[config.mk]
export PLATFORM = sky130hd
export DESIGN_NAME = vga_fb_fill_ctrl
export DESIGN_NICKNAME = d
export VERILOG_FILES = /design/src/rtl/vga_pkg.sv /design/src/rtl/vga_fill_regs.sv /design/src/rtl/vga_fb_fill_ctrl.sv
export SDC_FILE = /design/constraint.sdc
export NUM_CORES = 1
export LEC_CHECK = 0
export CAP_MARGIN = 20
export CORE_UTILIZATION = 30
export CTS_CLUSTER_DIAMETER = 120
export DETAILED_ROUTE_END_ITERATION = 16
export PLACE_DENSITY = 0.51
export SLEW_MARGIN = 20
export SYNTH_ARGS = -nofsm -noshare
export SYNTH_HDL_FRONTEND = slang
export SYNTH_SLANG_ARGS = --single-unit
export TNS_END_PERCENT = 50
[constraint.sdc]
create_clock -name clock -period 5.61 [get_ports clock]
set_input_delay 1.4025 -clock clock [delete_from_list [all_inputs] [get_ports clock]]
set_output_delay 1.4025 -clock clock [all_outputs]
set_load 0.1 [all_outputs]
[src/rtl/vga_pkg.sv]
// rtl/vga_pkg.sv - shared constants, register map and state encoding for the VGA fill engine
package vga_pkg;

  localparam int H_RES = 640;
  localparam int V_RES = 480;

  localparam logic [2:0] REG_CTRL   = 3'd0;
  localparam logic [2:0] REG_STATUS = 3'd1;
  localparam logic [2:0] REG_ORIGIN = 3'd2;
  localparam logic [2:0] REG_SIZE   = 3'd3;
  localparam logic [2:0] REG_COLOR  = 3'd4;

  localparam int CTRL_START   = 0;
  localparam int CTRL_WAIT_VB = 1;
  localparam int CTRL_IRQ_EN  = 2;

  localparam int STAT_BUSY = 0;
  localparam int STAT_DONE = 1;
  localparam int STAT_ERR  = 2;

  typedef enum logic [1:0] {
    IDLE    = 2'd0,
    WAIT_VB = 2'd1,
    FILL    = 2'd2,
    DONE    = 2'd3
  } fill_state_e;

endpackage

[src/rtl/vga_fill_regs.sv]
// rtl/vga_fill_regs.sv - APB register slave for the fill engine: decode, config, sticky status
module vga_fill_regs
  import vga_pkg::*;
#(
  parameter int DW = 24
) (
  input  logic          clock,
  input  logic          reset,
  input  logic [31:0]   i_paddr,
  input  logic          i_psel,
  input  logic          i_penable,
  input  logic          i_pwrite,
  input  logic [31:0]   i_pwdata,
  output logic [31:0]   o_prdata,
  output logic          o_pslverr,
  input  logic          i_busy,
  input  logic          i_set_done,
  input  logic          i_set_err,
  output logic          o_start,
  output logic          o_start_wait_vb,
  output logic          o_irq,
  output logic [9:0]    o_x,
  output logic [9:0]    o_y,
  output logic [9:0]    o_w,
  output logic [9:0]    o_h,
  output logic [DW-1:0] o_color
);

  logic          r_wait_vb;
  logic          r_irq_en;
  logic          r_done;
  logic          r_err;
  logic [9:0]    r_x;
  logic [9:0]    r_y;
  logic [9:0]    r_w;
  logic [9:0]    r_h;
  logic [DW-1:0] r_color;

  logic       w_access;
  logic       w_wr;
  logic       w_rd;
  logic [2:0] w_idx;
  logic       w_bad_idx;
  logic       w_cfg_wr;
  logic       w_start_req;
  logic       w_clr_done;
  logic       w_clr_err;
  logic       w_unused_ok;

  assign w_access    = i_psel & i_penable;
  assign w_idx       = i_paddr[4:2];
  assign w_bad_idx   = (w_idx > REG_COLOR);
  assign w_wr        = w_access & i_pwrite;
  assign w_rd        = w_access & ~i_pwrite;
  assign w_cfg_wr    = w_wr & ((w_idx == REG_ORIGIN) | (w_idx == REG_SIZE) | (w_idx == REG_COLOR));
  assign w_start_req = w_wr & (w_idx == REG_CTRL) & i_pwdata[CTRL_START];
  assign w_clr_done  = w_wr & (w_idx == REG_STATUS) & i_pwdata[STAT_DONE];
  assign w_clr_err   = w_wr & (w_idx == REG_STATUS) & i_pwdata[STAT_ERR];
  assign w_unused_ok = ^{i_paddr[31:5], i_paddr[1:0], i_pwdata};

  // The wait-for-vblank choice travels with the START write itself
  assign o_start         = w_start_req & ~i_busy;
  assign o_start_wait_vb = i_pwdata[CTRL_WAIT_VB];
  assign o_irq           = r_done & r_irq_en;
  assign o_pslverr       = w_access & w_bad_idx;
  assign o_x             = r_x;
  assign o_y             = r_y;
  assign o_w             = r_w;
  assign o_h             = r_h;
  assign o_color         = r_color;

  // Register file; geometry/colour are frozen while busy and sticky sets beat clears
  always_ff @(posedge clock) begin
    if (reset) begin
      r_wait_vb <= 1'b0;
      r_irq_en  <= 1'b0;
      r_done    <= 1'b0;
      r_err     <= 1'b0;
      r_x       <= '0;
      r_y       <= '0;
      r_w       <= '0;
      r_h       <= '0;
      r_color   <= '0;
    end else begin
      if (w_wr && w_idx == REG_CTRL) begin
        r_wait_vb <= i_pwdata[CTRL_WAIT_VB];
        r_irq_en  <= i_pwdata[CTRL_IRQ_EN];
      end
      if (w_wr && !i_busy && w_idx == REG_ORIGIN) begin
        r_x <= i_pwdata[9:0];
        r_y <= i_pwdata[25:16];
      end
      if (w_wr && !i_busy && w_idx == REG_SIZE) begin
        r_w <= i_pwdata[9:0];
        r_h <= i_pwdata[25:16];
      end
      if (w_wr && !i_busy && w_idx == REG_COLOR) begin
        r_color <= i_pwdata[DW-1:0];
      end
      r_done <= i_set_done | (r_done & ~w_clr_done);
      r_err  <= i_set_err | (w_cfg_wr & i_busy) | (w_start_req & i_busy) | (r_err & ~w_clr_err);
    end
  end

  // Read mux: only drives data during a read access to a mapped register
  always_comb begin
    o_prdata = '0;
    if (w_rd && !w_bad_idx) begin
      case (w_idx)
        REG_CTRL:   o_prdata = {29'd0, r_irq_en, r_wait_vb, 1'b0};
        REG_STATUS: o_prdata = {29'd0, r_err, r_done, i_busy};
        REG_ORIGIN: o_prdata = {6'd0, r_y, 6'd0, r_x};
        REG_SIZE:   o_prdata = {6'd0, r_h, 6'd0, r_w};
        REG_COLOR:  o_prdata = {{(32-DW){1'b0}}, r_color};
        default:    o_prdata = '0;
      endcase
    end
  end

endmodule

[src/rtl/vga_fb_fill_ctrl.sv]
// rtl/vga_fb_fill_ctrl.sv - rectangle fill engine sharing the framebuffer write port with the CPU
module vga_fb_fill_ctrl #(
  parameter int H_RES = 640,
  parameter int V_RES = 480,
  parameter int AW    = 19,
  parameter int DW    = 24
) (
  input  logic          clock,
  input  logic          reset,
  input  logic [31:0]   paddr,
  input  logic          psel,
  input  logic          penable,
  input  logic          pwrite,
  input  logic [31:0]   pwdata,
  output logic          pready,
  output logic [31:0]   prdata,
  output logic          pslverr,
  input  logic          vblank_start,
  input  logic          cpu_we,
  input  logic [AW-1:0] cpu_addr,
  input  logic [DW-1:0] cpu_wdata,
  output logic          fb_we,
  output logic [AW-1:0] fb_addr,
  output logic [DW-1:0] fb_wdata,
  output logic          irq
);
  import vga_pkg::*;

  localparam logic [10:0] LP_H = 11'(H_RES);
  localparam logic [10:0] LP_V = 11'(V_RES);

  fill_state_e   r_state;
  logic [9:0]    r_cx;
  logic [9:0]    r_row;
  logic [9:0]    r_ew;
  logic [9:0]    r_eh;
  logic [AW-1:0] r_row_base;

  logic          w_start;
  logic          w_start_wait_vb;
  logic [9:0]    w_x;
  logic [9:0]    w_y;
  logic [9:0]    w_w;
  logic [9:0]    w_h;
  logic [DW-1:0] w_color;
  logic          w_busy;
  logic          w_invalid;
  logic [10:0]   w_hrem;
  logic [10:0]   w_vrem;
  logic [9:0]    w_ew;
  logic [9:0]    w_eh;
  logic [AW-1:0] w_y_base;
  logic [AW-1:0] w_eng_addr;
  logic          w_eng_we;

  assign pready = 1'b1;
  assign w_busy = (r_state != IDLE);

  vga_fill_regs #(.DW(DW)) u_regs (
    .clock           (clock),
    .reset           (reset),
    .i_paddr         (paddr),
    .i_psel          (psel),
    .i_penable       (penable),
    .i_pwrite        (pwrite),
    .i_pwdata        (pwdata),
    .o_prdata        (prdata),
    .o_pslverr       (pslverr),
    .i_busy          (w_busy),
    .i_set_done      (r_state == DONE),
    .i_set_err       (w_start & w_invalid),
    .o_start         (w_start),
    .o_start_wait_vb (w_start_wait_vb),
    .o_irq           (irq),
    .o_x             (w_x),
    .o_y             (w_y),
    .o_w             (w_w),
    .o_h             (w_h),
    .o_color         (w_color)
  );

  // Clip the rectangle to the visible area; a valid origin leaves at least one pixel
  assign w_hrem    = LP_H - {1'b0, w_x};
  assign w_vrem    = LP_V - {1'b0, w_y};
  assign w_invalid = (w_w == 10'd0) | (w_h == 10'd0) | ({1'b0, w_x} >= LP_H) | ({1'b0, w_y} >= LP_V);
  assign w_ew      = ({1'b0, w_w} < w_hrem) ? w_w : w_hrem[9:0];
  assign w_eh      = ({1'b0, w_h} < w_vrem) ? w_h : w_vrem[9:0];

  // y*640 as (y<<9)+(y<<7) keeps the row base off a multiplier
  assign w_y_base   = (AW'(w_y) << 9) + (AW'(w_y) << 7);
  assign w_eng_addr = r_row_base + AW'(w_x) + AW'(r_cx);

  // Engine is silenced in the reset cycle itself so an abort never leaks a pixel
  assign w_eng_we = (r_state == FILL) & ~reset;

  // Fill sequencer: validate on START, optional vblank wait, raster walk that stalls on CPU writes
  always_ff @(posedge clock) begin
    if (reset) begin
      r_state    <= IDLE;
      r_cx       <= '0;
      r_row      <= '0;
      r_ew       <= '0;
      r_eh       <= '0;
      r_row_base <= '0;
    end else begin
      case (r_state)
        IDLE: begin
          if (w_start) begin
            if (w_invalid) begin
              r_state <= DONE;
            end else begin
              r_ew       <= w_ew;
              r_eh       <= w_eh;
              r_cx       <= '0;
              r_row      <= '0;
              r_row_base <= w_y_base;
              r_state    <= w_start_wait_vb ? WAIT_VB : FILL;
            end
          end
        end
        WAIT_VB: begin
          if (vblank_start) r_state <= FILL;
        end
        FILL: begin
          if (!cpu_we) begin
            if (r_cx == r_ew - 10'd1) begin
              if (r_row == r_eh - 10'd1) begin
                r_state <= DONE;
              end else begin
                r_cx       <= '0;
                r_row      <= r_row + 10'd1;
                r_row_base <= r_row_base + AW'(H_RES);
              end
            end else begin
              r_cx <= r_cx + 10'd1;
            end
          end
        end
        DONE: r_state <= IDLE;
        default: r_state <= IDLE;
      endcase
    end
  end

  // Write-port arbiter: the CPU always wins and passes through even during reset
  always_comb begin
    fb_we    = 1'b0;
    fb_addr  = '0;
    fb_wdata = '0;
    if (cpu_we) begin
      fb_we    = 1'b1;
      fb_addr  = cpu_addr;
      fb_wdata = cpu_wdata;
    end else if (w_eng_we) begin
      fb_we    = 1'b1;
      fb_addr  = w_eng_addr;
      fb_wdata = w_color;
    end
  end

endmodule

==> impl_metrics.xml, run 1 <==
<?xml version="1.0" encoding="UTF-8"?>
<metrics>
  <group name="outcome">
    <metric name="outcome" unit="">finished, final reports clean</metric>
  </group>
  <group name="cts">
    <metric name="root_buffer" unit="">sky130_fd_sc_hd__clkbuf_16</metric>
    <metric name="cts.sinks" unit="">122</metric>
    <metric name="numCtsBuffers" unit="">17</metric>
    <metric name="cts_hold_buf" unit="">0</metric>
    <metric name="clk_transition_reported_paths" unit="ns">0.06</metric>
    <metric name="tritoncts" unit="">yes</metric>
    <metric name="cts_resized" unit="">0</metric>
    <metric name="htreeDepth" unit="">4</metric>
    <metric name="cts_post_setup_buffers_inserted" unit="">0</metric>
    <metric name="worst_skew_pair.late_latency" unit="ns">0.43</metric>
    <metric name="cts-root-to-sink-buffers" unit="">2</metric>
  </group>
  <group name="logic_synthesis">
    <metric name="synth.mux.area_fraction" unit="%">3.68</metric>
    <metric name="dominantRegCellSynth" unit="">sky130_fd_sc_hd__dfxtp_1</metric>
    <metric name="synth_fa_ha_area_share" unit="%">8.46</metric>
    <metric name="synthesis.instances" unit="">1222</metric>
    <metric name="synth_area_leaders" unit="">sky130_fd_sc_hd__dfxtp_1 (27%), sky130_fd_sc_hd__nand2_1 (8.8%), sky130_fd_sc_hd__ha_1 (7.4%), sky130_fd_sc_hd__a21oi_1 (6.8%), sky130_fd_sc_hd__nor2_1 (3.9%)</metric>
    <metric name="postSynthRegisterBits" unit="">122</metric>
    <metric name="synth_commonest_cells" unit="">sky130_fd_sc_hd__nand2_1 (214), sky130_fd_sc_hd__a21oi_1 (124), sky130_fd_sc_hd__dfxtp_1 (122)</metric>
    <metric name="synth-simple-area-share" unit="%">25.3</metric>
    <metric name="synth.most_common_cell" unit="">sky130_fd_sc_hd__nand2_1</metric>
    <metric name="yosysTopAreaCellShare" unit="%">26.6</metric>
    <metric name="synth-async-reset-ratio" unit="%">0</metric>
    <metric name="yosys_warnings" unit="">0</metric>
    <metric name="post_synth.cell_area_avg" unit="um2">7.51</metric>
    <metric name="synth-edff-count" unit="">0</metric>
    <metric name="combinational_family_with_the_most_area_after_synthesis" unit="">compound AO/OA/AOI/OAI gates</metric>
    <metric name="seq_area_frac_synth" unit="%">26.6</metric>
    <metric name="yosys.area.top_type" unit="">sky130_fd_sc_hd__dfxtp_1</metric>
    <metric name="synth_xor_xnor_area_share" unit="%">5.25</metric>
    <metric name="synth_compound_gate_area_share" unit="%">25.3</metric>
    <metric name="mappedNetlistArea" unit="um2">9170</metric>
    <metric name="synthDistinctLibCells" unit="">80</metric>
  </group>
  <group name="placement">
    <metric name="place.port_buffers" unit="">150</metric>
    <metric name="place_congestion" unit="">0.864</metric>
    <metric name="place_area" unit="um2">11700</metric>
    <metric name="place.detailed.hpwl" unit="um">23400</metric>
  </group>
  <group name="worst_setup_path">
    <metric name="setup.worst_path.end_class" unit="">output port</metric>
    <metric name="crit_path_max_incr_delay" unit="ns">0.52</metric>
    <metric name="slowest_stage" unit="">sky130_fd_sc_hd__a211oi_1</metric>
    <metric name="worst-path-stages" unit="">13</metric>
    <metric name="r2r_start" unit="">r_eh[0]</metric>
    <metric name="rrSetupSlack" unit="ns">1.47</metric>
    <metric name="timing.critical_path.arrival" unit="ns">3.84</metric>
    <metric name="critPathTopFamily" unit="">compound AO/OA/AOI/OAI gates</metric>
    <metric name="worstPathMaxFanout" unit="">7</metric>
    <metric name="r2r-end" unit="">r_row_base[12]</metric>
    <metric name="crit_path_cell_trace" unit="">ha_1 &gt; ha_1 &gt; inv_1 &gt; fa_1 &gt; nor2b_1 &gt; o21ai_0 &gt; a21boi_0 &gt; o21ai_0 &gt; a211oi_1 &gt; o211ai_1 &gt; xnor2_1 &gt; a22o_1 &gt; buf_12</metric>
    <metric name="timing.reg2reg.worst_path_depth" unit="">10</metric>
    <metric name="critPathLaunchType" unit="">flip-flop</metric>
    <metric name="cp_data_required_time" unit="ns">4.21</metric>
    <metric name="worst-setup-path-type" unit="">reg -&gt; out</metric>
    <metric name="cp_num_buf_inv" unit="">2</metric>
  </group>
  <group name="route">
    <metric name="drt-initial-drc-count" unit="">538</metric>
    <metric name="routed_wl" unit="um">30900</metric>
    <metric name="total_vias_in_the_final_route" unit="">9259</metric>
    <metric name="first_pass_iters" unit="">6</metric>
    <metric name="detailed_route_wire_length_per_cell" unit="um">17.7</metric>
    <metric name="drt-vias-per-instance" unit="">5.32</metric>
    <metric name="detail_route.drc_violations" unit="">0</metric>
    <metric name="drtAntennaViolNets" unit="">0</metric>
  </group>
  <group name="floorplanning">
    <metric name="chipHeight" unit="um">177</metric>
    <metric name="row_count" unit="">63</metric>
    <metric name="core_area" unit="um2">29900</metric>
    <metric name="chipWidth" unit="um">177</metric>
    <metric name="design.portCount" unit="">193</metric>
    <metric name="design.die.area" unit="um2">31300</metric>
    <metric name="initial_core_util" unit="%">30.7</metric>
  </group>
  <group name="global_route">
    <metric name="grt_use_met1" unit="%">26.8</metric>
    <metric name="first_global_vias" unit="">9120</metric>
    <metric name="grt.met3_usage" unit="%">5.50</metric>
    <metric name="use_met2" unit="%">32.5</metric>
    <metric name="grt_first_pass_wirelength" unit="um">50200</metric>
    <metric name="antenna_found_initial" unit="">0</metric>
    <metric name="grt_busiest_layer" unit="">met2</metric>
    <metric name="grt_start_max_net_pins" unit="">73</metric>
    <metric name="gr-total-overflow" unit="">0</metric>
    <metric name="grt_util_all_layers" unit="%">20.2</metric>
  </group>
  <group name="sta">
    <metric name="fin_worst_skew" unit="ns">0.0141</metric>
    <metric name="fmax" unit="MHz">191</metric>
    <metric name="final-max-slew-violation-count" unit="">0</metric>
    <metric name="min_period_over_period" unit="%">93.5</metric>
    <metric name="finalHoldViolCount" unit="">0</metric>
    <metric name="grt_setup_unrepaired" unit="">false</metric>
    <metric name="fin_crit" unit="ns">5.25</metric>
    <metric name="maxSlewHeadroom" unit="%">30.8</metric>
    <metric name="setup_total_negative_slack" unit="ns">0</metric>
    <metric name="setup_violations" unit="">0</metric>
    <metric name="finalHoldWorstSlack" unit="ns">0.471</metric>
    <metric name="tightestPinTransition" unit="ns">1.03</metric>
  </group>
  <group name="power_and_ir_drop">
    <metric name="totalPowerFinal" unit="mW">2.57</metric>
    <metric name="irDropWorstVdd" unit="mV">0.172</metric>
    <metric name="power.leakage" unit="nW">4.56</metric>
    <metric name="power_density" unit="nW/um2">209</metric>
  </group>
  <group name="hold_path">
    <metric name="holdCritPathClass" unit="">reg -&gt; reg</metric>
    <metric name="hold_end" unit="">u_regs.o_color[15]</metric>
    <metric name="worst_hold_path.num_cells" unit="">2</metric>
    <metric name="hp-start" unit="">u_regs.o_color[15]</metric>
  </group>
  <group name="run">
    <metric name="cap_violations" unit="">0</metric>
  </group>
  <group name="finish">
    <metric name="syn2layout_area_growth" unit="%">34.3</metric>
    <metric name="final_area" unit="um2">12300</metric>
    <metric name="antenna-diode-count" unit="">0</metric>
    <metric name="number_of_nets_in_the_layout" unit="">1511</metric>
    <metric name="nFillCells" unit="">3015</metric>
    <metric name="final_layout_size_suffix_gt1_share" unit="%">12.9</metric>
  </group>
</metrics>
## state kept, by name (all words and copies together), names as in the netlist
register,flops
u_regs.o_color,24
r_row_base,12
r_cx,10
r_eh,10
r_ew,10
r_row,10
u_regs.o_h,10
u_regs.o_w,10
u_regs.o_x,10
u_regs.o_y,10
r_state,2
u_regs.r_done,1
u_regs.r_err,1
u_regs.r_irq_en,1
u_regs.r_wait_vb,1
## logic make-up (layout without fill, tap and decap cells)
kind of cell | Yosys count | count (layout)
xor+xnor | 55 | 55
other cells | 2 | 7
buf+inv | 119 | 243
mux | 33 | 33
simple gates | 494 | 494
flops | 122 | 122
fa+ha+maj | 59 | 59
compound gates | 338 | 338
## area by class of cell
cell class                 instances  area, um2  area share (%)
sequential                       122       2440            19.8
timing repair buffer             171       2350            19.1
tap                              390        488            3.96
clock inverter                    14        150            1.22
inverter                          40        150            1.22
clock buffer                      18        439            3.56
multi-input combinational        986       6300            51.1
## worst register-to-register path: stages, from the launching register on
cell and delay [ns]:
sky130_fd_sc_hd__dfxtp_1 0.34, sky130_fd_sc_hd__inv_1 0.07, sky130_fd_sc_hd__ha_1 0.30, sky130_fd_sc_hd__or4b_2 0.68, sky130_fd_sc_hd__nor2b_1 0.25, sky130_fd_sc_hd__nand2_1 0.08
sky130_fd_sc_hd__a221oi_1 0.45, sky130_fd_sc_hd__o221ai_2 0.33, sky130_fd_sc_hd__a21oi_2 0.82, sky130_fd_sc_hd__nor2_1 0.35, sky130_fd_sc_hd__o221a_2 0.36
## placed cells by master (no fill, tap or decap), types with 9 or more instances in the layout
master / n
sky130_fd_sc_hd__a21oi_1: 124
sky130_fd_sc_hd__nor3_1: 25
sky130_fd_sc_hd__xnor2_1: 31
sky130_fd_sc_hd__buf_12: 70
sky130_fd_sc_hd__nor2b_1: 10
sky130_fd_sc_hd__nand2_1: 214
sky130_fd_sc_hd__o211ai_1: 10
sky130_fd_sc_hd__xor2_1: 24
sky130_fd_sc_hd__a311oi_1: 9
sky130_fd_sc_hd__nand3_1: 32
sky130_fd_sc_hd__mux2i_1: 27
sky130_fd_sc_hd__o31ai_1: 11
sky130_fd_sc_hd__clkbuf_16: 17
sky130_fd_sc_hd__a22o_1: 39
sky130_fd_sc_hd__o21ai_0: 36
sky130_fd_sc_hd__clkdlybuf4s50_1: 77
sky130_fd_sc_hd__or2_2: 14
sky130_fd_sc_hd__buf_4: 23
sky130_fd_sc_hd__inv_1: 39
sky130_fd_sc_hd__nand4_1: 10
sky130_fd_sc_hd__and3_1: 17
sky130_fd_sc_hd__nor2_1: 94
sky130_fd_sc_hd__dfxtp_1: 122
sky130_fd_sc_hd__nor4_1: 13
sky130_fd_sc_hd__a31oi_1: 16
sky130_fd_sc_hd__ha_1: 54
sky130_fd_sc_hd__or3_1: 17
## how the worst max path moves through the flow
stage | from | endpoint | slack [ns]
after floorplan | paddr[4] | prdata[24] | -0.13
after global placement | paddr[3] | prdata[14] | 0.62
after detailed placement | paddr[3] | r_cx[4] | 0.62
after CTS | r_cx[0] | fb_addr[13] | 0.27
after global routing | r_cx[0] | fb_addr[13] | 0.07
final | r_cx[0] | fb_addr[13] | 0.36
## metrics by stage
step                      worst slack, ns  cells  util (%)
after floorplan                    -0.135   1227         -
after global placement              0.622   1709      39.2
after detailed placement            0.621   1709      39.2
after CTS                           0.272   1741      41.2
after global routing               0.0651   1741      41.2
final                               0.364   1741      41.2
## per-layer routing
metal / routed length, um / part of all wire (%) / vias up
li1: - / - / 4648
met1: 14400 / 47 / 4299
met2: 13800 / 45 / 286
met3: 2280 / 7.4 / 26
met4: 343 / 1.1 / 0
met5: 0 / 0 / -
## where the power goes
group          leakage (nW)  total, mW  switching (mW)  internal [mW]
Sequential            0.983      0.908          0.0247          0.883
Clock                 0.282       1.11           0.441          0.666
Combinational          3.30      0.554           0.356          0.197
Total                  4.56       2.57           0.822           1.75
(Power assumes the default switching activity.)
==> inputs of run 2 (changes only) <==
Settings changed: CORE_ASPECT_RATIO set to 1.1.
==> run 2 against run 1 <==
Combinational power about the same. Fmax rose by 0.25%. Largest cell class unchanged. Die area is essentially flat. Critical path depth unchanged. Clock power about the same. Highest routed layer is now met5.
==> impl_metrics.xml, run 2 (synthesized netlist as in run 1, its figures left out) <==
<?xml version="1.0" encoding="UTF-8"?>
<metrics>
  <group name="route">
    <metric name="drt-vias-per-instance" unit="">5.28</metric>
    <metric name="drtAntennaViolNets" unit="">0</metric>
    <metric name="total_vias_in_the_final_route" unit="">9285</metric>
    <metric name="detail_route.drc_violations" unit="">0</metric>
    <metric name="drt-initial-drc-count" unit="">556</metric>
    <metric name="first_pass_iters" unit="">5</metric>
    <metric name="detailed_route_wire_length_per_cell" unit="um">17.5</metric>
    <metric name="routed_wl" unit="um">30800</metric>
  </group>
  <group name="sta">
    <metric name="setup_total_negative_slack" unit="ns">0</metric>
    <metric name="fmax" unit="MHz">191</metric>
    <metric name="fin_crit" unit="ns">5.23</metric>
    <metric name="final-max-slew-violation-count" unit="">0</metric>
    <metric name="min_period_over_period" unit="%">93.3</metric>
    <metric name="maxSlewHeadroom" unit="%">31.9</metric>
    <metric name="setup_violations" unit="">0</metric>
    <metric name="fin_worst_skew" unit="ns">0.0161</metric>
    <metric name="finalHoldViolCount" unit="">0</metric>
    <metric name="tightestPinTransition" unit="ns">1.02</metric>
    <metric name="grt_setup_unrepaired" unit="">false</metric>
    <metric name="worst_slack" unit="ns">0.377</metric>
    <metric name="finalHoldWorstSlack" unit="ns">0.478</metric>
  </group>
  <group name="worst_setup_path">
    <metric name="worstPathMaxFanout" unit="">7</metric>
    <metric name="worst-setup-path-type" unit="">reg -&gt; out</metric>
    <metric name="setup.worst_path.end_class" unit="">output port</metric>
    <metric name="cp_num_buf_inv" unit="">2</metric>
    <metric name="crit_path_cell_trace" unit="">ha_1 &gt; ha_1 &gt; inv_1 &gt; fa_1 &gt; nor2b_1 &gt; o21ai_0 &gt; a21boi_0 &gt; o21ai_0 &gt; a211oi_1 &gt; o211ai_1 &gt; xnor2_1 &gt; a22o_1 &gt; buf_12</metric>
    <metric name="timing.critical_path.arrival" unit="ns">3.83</metric>
    <metric name="crit_path_max_incr_delay" unit="ns">0.51</metric>
    <metric name="critPathTopFamily" unit="">compound AO/OA/AOI/OAI gates</metric>
    <metric name="slowest_stage" unit="">sky130_fd_sc_hd__a211oi_1</metric>
    <metric name="critPathLaunchType" unit="">flip-flop</metric>
    <metric name="cp_data_required_time" unit="ns">4.21</metric>
  </group>
  <group name="cts">
    <metric name="tritoncts" unit="">yes</metric>
    <metric name="cts_resized" unit="">0</metric>
    <metric name="cts-root-to-sink-buffers" unit="">2</metric>
    <metric name="worst_skew_pair.late_latency" unit="ns">0.43</metric>
    <metric name="cts_post_setup_buffers_inserted" unit="">0</metric>
    <metric name="numCtsBuffers" unit="">17</metric>
    <metric name="root_buffer" unit="">sky130_fd_sc_hd__clkbuf_16</metric>
    <metric name="htreeDepth" unit="">4</metric>
    <metric name="clk_transition_reported_paths" unit="ns">0.06</metric>
    <metric name="cts.sinks" unit="">122</metric>
    <metric name="cts_hold_buf" unit="">0</metric>
  </group>
  <group name="finish">
    <metric name="final_layout_size_suffix_gt1_share" unit="%">12.8</metric>
    <metric name="antenna-diode-count" unit="">0</metric>
    <metric name="final_core_util" unit="%">41.4</metric>
    <metric name="multiInputGateArea" unit="um2">6300</metric>
    <metric name="number_of_nets_in_the_layout" unit="">1511</metric>
    <metric name="most-common-layout-cells" unit="">sky130_fd_sc_hd__nand2_1 (214), sky130_fd_sc_hd__a21oi_1 (124), sky130_fd_sc_hd__dfxtp_1 (122)</metric>
    <metric name="seqCellArea" unit="um2">2440</metric>
    <metric name="flip_flop_count_of_the_largest_register_after_layout" unit="">24</metric>
    <metric name="post_layout_nonfiller_instances" unit="">1759</metric>
    <metric name="final_area" unit="um2">12300</metric>
    <metric name="layout.cells.most_common" unit="">sky130_fd_sc_hd__nand2_1</metric>
    <metric name="syn2layout_area_growth" unit="%">34.5</metric>
    <metric name="nFillCells" unit="">3057</metric>
  </group>
  <group name="hold_path">
    <metric name="holdCritPathClass" unit="">reg -&gt; reg</metric>
  </group>
  <group name="placement">
    <metric name="place.detailed.hpwl" unit="um">23300</metric>
    <metric name="place_congestion" unit="">0.851</metric>
    <metric name="place_area" unit="um2">11800</metric>
    <metric name="place.port_buffers" unit="">150</metric>
    <metric name="numPlacedInstances" unit="">1727</metric>
    <metric name="preCtsSetupSlack" unit="ns">0.633</metric>
  </group>
  <group name="run">
    <metric name="cap_violations" unit="">0</metric>
  </group>
  <group name="global_route">
    <metric name="gr-total-overflow" unit="">0</metric>
    <metric name="grt_util_all_layers" unit="%">20.0</metric>
    <metric name="grt_first_pass_wirelength" unit="um">49300</metric>
    <metric name="first_global_vias" unit="">8904</metric>
    <metric name="grt_start_max_net_pins" unit="">72</metric>
    <metric name="antenna_found_initial" unit="">1</metric>
  </group>
  <group name="floorplanning">
    <metric name="chipHeight" unit="um">185</metric>
    <metric name="chipWidth" unit="um">169</metric>
    <metric name="initial_core_util" unit="%">30.8</metric>
    <metric name="design.die.area" unit="um2">31300</metric>
    <metric name="design.portCount" unit="">193</metric>
    <metric name="core_area" unit="um2">29800</metric>
    <metric name="row_count" unit="">66</metric>
  </group>
  <group name="power_and_ir_drop">
    <metric name="power_density" unit="nW/um2">209</metric>
    <metric name="totalPowerFinal" unit="mW">2.58</metric>
    <metric name="power.leakage" unit="nW">4.55</metric>
    <metric name="irDropWorstVdd" unit="mV">0.200</metric>
  </group>
  <group name="outcome">
    <metric name="outcome" unit="">finished, final reports clean</metric>
  </group>
</metrics>
-- run 2: worst paths after layout --
path | startpoint | to | slack (ns) | cells after the start
setup / recovery | r_cx[0] | fb_addr[13] | 0.38 | 13
hold / removal | u_regs.o_color[15] | u_regs.o_color[15] | 0.48 | 2
hold reg to reg | u_regs.o_color[15] | u_regs.o_color[15] | 0.48 | 2
setup reg to reg | r_eh[0] | r_row_base[12] | 1.52 | 10
-- run 2: cell type report --
class	count	area share, %
Sequential cell	122	19.8
Inverter	40	1.22
Clock inverter	14	1.30
Clock buffer	18	3.48
Tap cell	408	4.14
Multi-Input combinational cell	986	51.0
Timing Repair Buffer	171	19.0
-- run 2: report_power, final --
group / switching (mW) / internal (mW)
sequential: 0.0244 / 0.883
clock: 0.455 / 0.663
combinational: 0.356 / 0.197
total: 0.835 / 1.74
-- run 2: worst register-to-register path: stages, from the launching register on --
cell and delay, ns:
sky130_fd_sc_hd__dfxtp_1 0.35, sky130_fd_sc_hd__inv_1 0.07, sky130_fd_sc_hd__ha_1 0.29, sky130_fd_sc_hd__or4b_2 0.69, sky130_fd_sc_hd__nor2b_1 0.27, sky130_fd_sc_hd__nand2_1 0.09, sky130_fd_sc_hd__a221oi_1 0.41, sky130_fd_sc_hd__o221ai_2 0.33
sky130_fd_sc_hd__a21oi_2 0.79, sky130_fd_sc_hd__nor2_1 0.35, sky130_fd_sc_hd__o221a_2 0.35
-- run 2: metal layers --
layer  GRT usage, %  vias up  part of all wire, %
li1               -     4655                    -
met1           25.7     4318                   47
met2           32.9      280                   45
met3           5.19       30                  6.7
met4           5.56        2                  1.4
met5              0        -                0.046
